--- config.mk ---
export PLATFORM = sky130hd
export DESIGN_NAME = regfile_rp
export DESIGN_NICKNAME = d
export VERILOG_FILES = /design/src/rtl/regfile_rp.sv
export SDC_FILE = /design/constraint.sdc
export NUM_CORES = 2
export LEC_CHECK = 0
export ABC_AREA = 1
export BUFFER_PORTS_ARGS = -buffer_cell sky130_fd_sc_hd__buf_4
export CAP_MARGIN = 20
export CORE_MARGIN = 2
export CORE_UTILIZATION = 60
export CTS_BUF_LIST = sky130_fd_sc_hd__clkbuf_8
export CTS_CLUSTER_DIAMETER = 120
export CTS_CLUSTER_SIZE = 8
export DETAILED_ROUTE_END_ITERATION = 12
export PLACE_DENSITY_LB_ADDON = 0.12
export REMOVE_ABC_BUFFERS = 1
export SYNTH_ARGS = -nofsm -noshare
export SYNTH_HDL_FRONTEND = slang
export SYNTH_SLANG_ARGS = --single-unit
export TNS_END_PERCENT = 10
--- constraint.sdc ---
create_clock -name clk -period 4.2 [get_ports clk]
set_input_delay 0.21 -clock clk [delete_from_list [all_inputs] [get_ports clk]]
set_output_delay 0.21 -clock clk [all_outputs]
set_load 0.02 [all_outputs]
--- src/rtl/regfile_rp.sv ---
// MIPS-style register file: one write port and RD_PORTS registered read ports; reg 0 reads as zero.
// Define RF_BYPASS_EN to forward same-edge write data to matching read ports.
module regfile_rp #(
  parameter int DATA_W   = 32,
  parameter int ADDR_W   = 5,
  parameter int NUM_REGS = 32,
  parameter int RD_PORTS = 2,
  parameter logic [DATA_W-1:0] GP_RESET = 32'h1000_8000,
  parameter logic [DATA_W-1:0] SP_RESET = 32'h7FFF_EFFC
) (
  input  logic                         clk,
  input  logic                         rst,
  input  logic [RD_PORTS-1:0]          rd_en,
  input  logic [RD_PORTS*ADDR_W-1:0]   rd_addr,
  output logic [RD_PORTS*DATA_W-1:0]   rd_data,
  output logic [RD_PORTS-1:0]          rd_valid,
  input  logic                         wr_en,
  input  logic [ADDR_W-1:0]            wr_addr,
  input  logic [DATA_W-1:0]            wr_data
);

  if (NUM_REGS > 2**ADDR_W || RD_PORTS < 1) begin : g_param_err
    $error("regfile_rp: NUM_REGS must be <= 2**ADDR_W and RD_PORTS >= 1");
  end

  localparam logic [ADDR_W:0] LP_NREGS = (ADDR_W+1)'(NUM_REGS);

  logic [DATA_W-1:0] r_regs [NUM_REGS];
  logic              w_wr_ok;

  always_comb begin
    w_wr_ok = wr_en && (wr_addr != '0) && ({1'b0, wr_addr} < LP_NREGS);
  end

  // Per-entry address decode keeps index widths exact for any NUM_REGS <= 2**ADDR_W.
  always_ff @(posedge clk) begin
    if (rst) begin
      for (int unsigned k = 0; k < NUM_REGS; k++) begin
        if (NUM_REGS > 29 && k == 28)      r_regs[k] <= GP_RESET;
        else if (NUM_REGS > 29 && k == 29) r_regs[k] <= SP_RESET;
        else                               r_regs[k] <= '0;
      end
    end else begin
      for (int unsigned k = 1; k < NUM_REGS; k++) begin
        if (w_wr_ok && wr_addr == ADDR_W'(k)) r_regs[k] <= wr_data;
      end
    end
  end

  for (genvar p = 0; p < RD_PORTS; p++) begin : g_rd
    logic [ADDR_W-1:0] w_addr;
    logic [DATA_W-1:0] w_word;
    logic [DATA_W-1:0] r_data;
    logic              r_valid;

    assign w_addr = rd_addr[p*ADDR_W +: ADDR_W];

    // Address 0 and unimplemented addresses fall through to the zero default.
    always_comb begin
      w_word = '0;
      for (int unsigned k = 1; k < NUM_REGS; k++) begin
        if (w_addr == ADDR_W'(k)) w_word = r_regs[k];
      end
`ifdef RF_BYPASS_EN
      if (w_wr_ok && wr_addr == w_addr) w_word = wr_data;
`endif
    end

    always_ff @(posedge clk) begin
      if (rst) begin
        r_data  <= '0;
        r_valid <= 1'b0;
      end else begin
        r_valid <= rd_en[p];
        if (rd_en[p]) r_data <= w_word;
      end
    end

    assign rd_data[p*DATA_W +: DATA_W] = r_data;
    assign rd_valid[p]                 = r_valid;
  end

endmodule

# Word level (Yosys, flattened, before mapping)
# Memory sizes are Yosys's and may differ from the RTL's.
# Index checks and enable logic that the tools add are counted.
[word_totals] reg_bits=66 ram_bits=1024 input_bits=52 output_inout_bits=66 word_cells=350 mem_count=1
[mem_list] name="r_regs" words=32 word_bits=32 read_ports=31 rd_ports_with_merged_regs=0 write_ports=32 line="28" source="logic [DATA_W-1:0] r_regs [NUM_REGS];"
[op_classes] eq_ne=93 mux=188 n_bitwise=31 n_reduce_logical=33
[ops] op="$mux W32" count=93
[ops] op="$eq A5 B5 Y1 const B" count=48
[ops] op="$eq A5 B4 Y1 const B" count=24
[ops] op="$mux W1" count=95
[ops] op="$eq A5 B3 Y1 const B" count=12
[ops] op="$logic_and A1 B1 Y1" count=32
[ops] op="$or A1 B1 Y1" count=31
[ops] op="$eq A5 B2 Y1 const B" count=6
[ops] op="$eq A5 B1 Y1 const B" count=3
[ops] op="$reduce_bool A5 Y1" count=1

# Logic depth before layout (Yosys ltp)
[logic_depth] depth_word=32 ltp_mapped=24 depth_no_buf=22

# Least setup slack after synthesis
# Ideal clock, no wire load.
[synth_path] kind="input-to-reg" startpoint="input wr_addr[0]" endpoint="memory r_regs[4][0] (netlist: r_regs[0][128]), enable pin" setup_time_ps=466 arrival_time_ps=3341 t_required_ps=3734 slack_ps=394 cell_stages=7 n_path_buf=1 path_cell_list="nor2_1 inv_1 nor2_1 nor3_1 inv_1 clkbuf_1 o21ai_0"
[synth_rtl] item="from (decl)" line="18" source="input logic [ADDR_W-1:0] wr_addr,"
[synth_rtl] item="to (decl)" line="28"

# Worst setup path after layout
[layout_path] startpoint="input rd_addr[4]" endpoint="register g_rd[0].r_data[0]"
[layout_between] elab_chain_cells=32 word_cells_on_any_way=62 classes_between="eq/ne: 31; mux: 31"
[layout_rtl] item="from (decl)" line="14" source="input logic [RD_PORTS*ADDR_W-1:0] rd_addr,"
[layout_rtl] item="$eq A5 B1 Y1" line="62" source="if (w_addr == ADDR_W'(k)) w_word = r_regs[k];"
[layout_rtl] item="$mux W32 (30 in a row)" line="62"
[layout_rtl] item="$mux W32 *" line="62"
[layout_rtl] item="to (signal assigned)" line="75" source="if (rd_en[p]) r_data <= w_word;"
[layout_rtl] item="to (decl)" line="53" source="logic [DATA_W-1:0] r_data;"
# Every way passes the cells marked *; elsewhere a longest branch is shown, timed or not.
# A chain may end at the register's enable or synchronous reset.

==> qor.txt <==
outcome = complete, no violations
post-synthesis sequential area ratio = 60.7%
Sink Count = 1,058
crit path DAT = 4400 ps
All-Layer GR Usage = 39.8%
Period minus WS final = 3660 ps
CTS buffer count = 150
Clock Path Buffers = 3
Worst Reg-to-Reg Cells = 19
Setup TNS = 0 ps
global-route wire length before repair = 256 mm
num rows = 107
share of power burned in registers = 57.2%
Initial DRT Pass Iterations = 8
worst-path cell chain = dlygate4sd3_1 > buf_4 > inv_2 > nand3_2 > nor2_1 > nor3_1 > nand4_1 > o21ai_1 > nand4_1 > o21ai_1 > nand3_1 > nand2_1 > nand4_1 > nor2_1 > nand4_1 > nor2_1 > nand4_1 > nor2_1 > nand4_1 > nand2_1 > a21oi_1 > dlygate4sd3_1
Critical Path End Type = flop
layout cell share with drive strength beyond 1 = 8.63%
Leak Pwr = 22.1 nW
Worst-Margin Slew = 1150 ps
Overflow after GRT = 0
Setup-failing EPs final = 0
Worst-Skew Late Latency = 850 ps
placed instance area = 53,800 µm²
CP Launch Type = primary input
final count of pins violating max slew = 0
post-DP HPWL = 111 mm
Routed WL per cell = 23.9 µm
Synth-to-Final Area Change = 10.6%
Crit-path slowest cell = dlygate4sd3_1
H-tree depth = 4
asr flop ratio synth = 0%
critical path type = in -> reg
crit-path max cell delay = 540 ps
max-cap viol count = 0
IO Pins = 118
Post-CTS Setup Inserts = 0
vias in the first global route = 42,100
CTS resizes = 0
port bufs = 117
Comb power frac = 10.3%
Initial Util = 60.4%
Worst EP required = 4930 ps
crit share post-route = 87.2%
via count = 44,000
post-route cell area = 56,600 µm²
VDD IR max = 291 µV
clock slew at reported path FFs = 70 ps
Die Ht = 296 µm
FMAX = 273 MHz
total wire length = 174 mm
core area = 84,900 µm²
worst hold stages = 8
PnR Total Power = 22.1 mW
Crit path top cell by count = nand4_1
crit-path max FO = 20
most common cell after layout, fill and taps aside = nand2_1
mean area per synthesized cell = 8.65 µm²
most frequent cells in the layout = nand2_1, nor2_1, edfxtp_1, inv_1, nand4_1
Place WS = 591 ps
RSZ-0062 raised after global routing = false
first-iteration detailed-routing DRC count = 6,339
Pwr Density = 391 nW/µm²
CTS tree = built
number of synthesized flops with an enable pin = 992
final worst slack = 537 ps
Die X = 296 µm
Vias/cell = 6.05
P_int = 16.2 mW
Final nets = 6,114
DIE AREA = 87,800 µm²
Synth Flop Type = edfxtp_1
Hold Path Class = in -> reg
Switching Power = 5.91 mW
synth unique cells = 32
clock share of power = 32.5%
mapped cell area = 51,200 µm²
largest net degree at the start of global routing = 106
initial antenna violation count = 3
Sw Share = 26.7%
Slew HR = 23.2%
final hold viol count = 0
synth warn = 0
cell count after synthesis = 5,922
GPL Wtd Cong = 0.937
clk_skew = 39.4 ps
DRC violations left = 0
post-route ant nets = 0
CTS root buffer = clkbuf_8
flops & latches, synth = 1,058
==> area by class of cell <==
class,instances,area [µm²]
sequential,1058,31100
fill,6776,28200
clock buffer,153,2110
inverter,601,2260
tap,1144,1430
timing repair buffer,308,2600
clock inverter,66,295
multi-input combinational,3943,16800
antenna,1,2.50
==> path summary, 6_finish.rpt <==
kind / start / endpoint / slack, ps
setup / recovery: rd_addr[4] / g_rd[0].r_data[0]$_SDFFE_PP0P_ / 540
hold / removal: rd_addr[5] / g_rd[1].r_data[0]$_SDFFE_PP0P_ / 130
setup reg to reg: r_regs[0][109]$_SDFFCE_PN0P_ / g_rd[1].r_data[13]$_SDFFE_PP0P_ / 1020
hold reg to reg: g_rd[0].r_data[27]$_SDFFE_PP0P_ / g_rd[0].r_data[27]$_SDFFE_PP0P_ / 470
==> what timing repair did <==
item | CTS | global route
hold buffers | 41 | 0
endpoints found under the hold margin | 191 | 0
setup endpoints to repair | 0 | 0
==> sequential cells by signal (all words and copies together), names as in the netlist <==
signal and count:
r_regs 992, g_rd.r_valid 2, g_rd.r_data 64
==> synth_stat cells, types with 2 or more instances <==
cell	n	area (µm²)
nand2_1	1677	6290
nor2_1	1405	5270
edfxtp_1	992	29800
inv_1	588	2210
nand4_1	438	2740
clkbuf_1	217	815
a21oi_1	147	736
o21ai_0	142	711
dfxtp_1	66	1320
buf_1	46	173
buf_2	45	225
nor3_1	39	195
nand3_1	33	165
inv_2	12	45.0
nor2_2	12	75.1
or2_2	12	75.1
o21ai_1	8	40.0
buf_4	7	52.6
or2_1	7	43.8
nor3b_1	6	45.0
buf_6	4	45.0
nand3_2	4	40.0
nand2_2	3	18.8
and2_1	2	12.5
and3_1	2	12.5
nand3_4	2	35.0
==> critical path, delay by kind of cell <==
family	cells	cell delay, ps
AOI/OAI and AO/OA	3	320
and+or+nand+nor	15	2190
buffers and inverters	4	1670
==> routing by layer <==
layer  part of all wire, %  GRT usage (%)  routed length (µm)  up-vias
li1                      -              -                   -    19500
met2                    45           61.8               78900     3256
met4                   6.8           25.0               11800        2
met5                0.0075              0                  13        -
met1                    35           51.3               61500    20600
met3                    13           8.31               21800      647
==> metrics by stage <==
stage	cells	hold slack (ps)	util (%)
after floorplan	5602	279	-
after global placement	7010	455	63.4
after detailed placement	7010	455	63.4
after CTS	7270	59.5	66.7
after global routing	7274	171	66.7
final	7274	128	66.7
==> power by group through the flow <==
stage | clock [mW] | sequential [mW] | combinational [mW]
2_1_floorplan | 0 | 12.9 | 1.11
3_3_place_gp | 0 | 12.8 | 2.16
3_5_place_dp | 0 | 12.9 | 2.19
4_1_cts | 7.19 | 12.6 | 2.23
5_1_grt | 7.60 | 12.7 | 2.43
6_report | 7.19 | 12.7 | 2.28
==> kinds of logic (layout without fill, tap and decap cells) <==
logic type	count (synthesis)	count (layout)	synth area share (%)
AND/OR/NAND/NOR	3645	3645	29.4
flip-flops	1058	1058	60.7
buffers and inverters	921	1128	6.97
AO/OA/AOI/OAI	298	298	2.92
other	0	1	0
No activity file was read; power rests on OpenSTA's default activity.
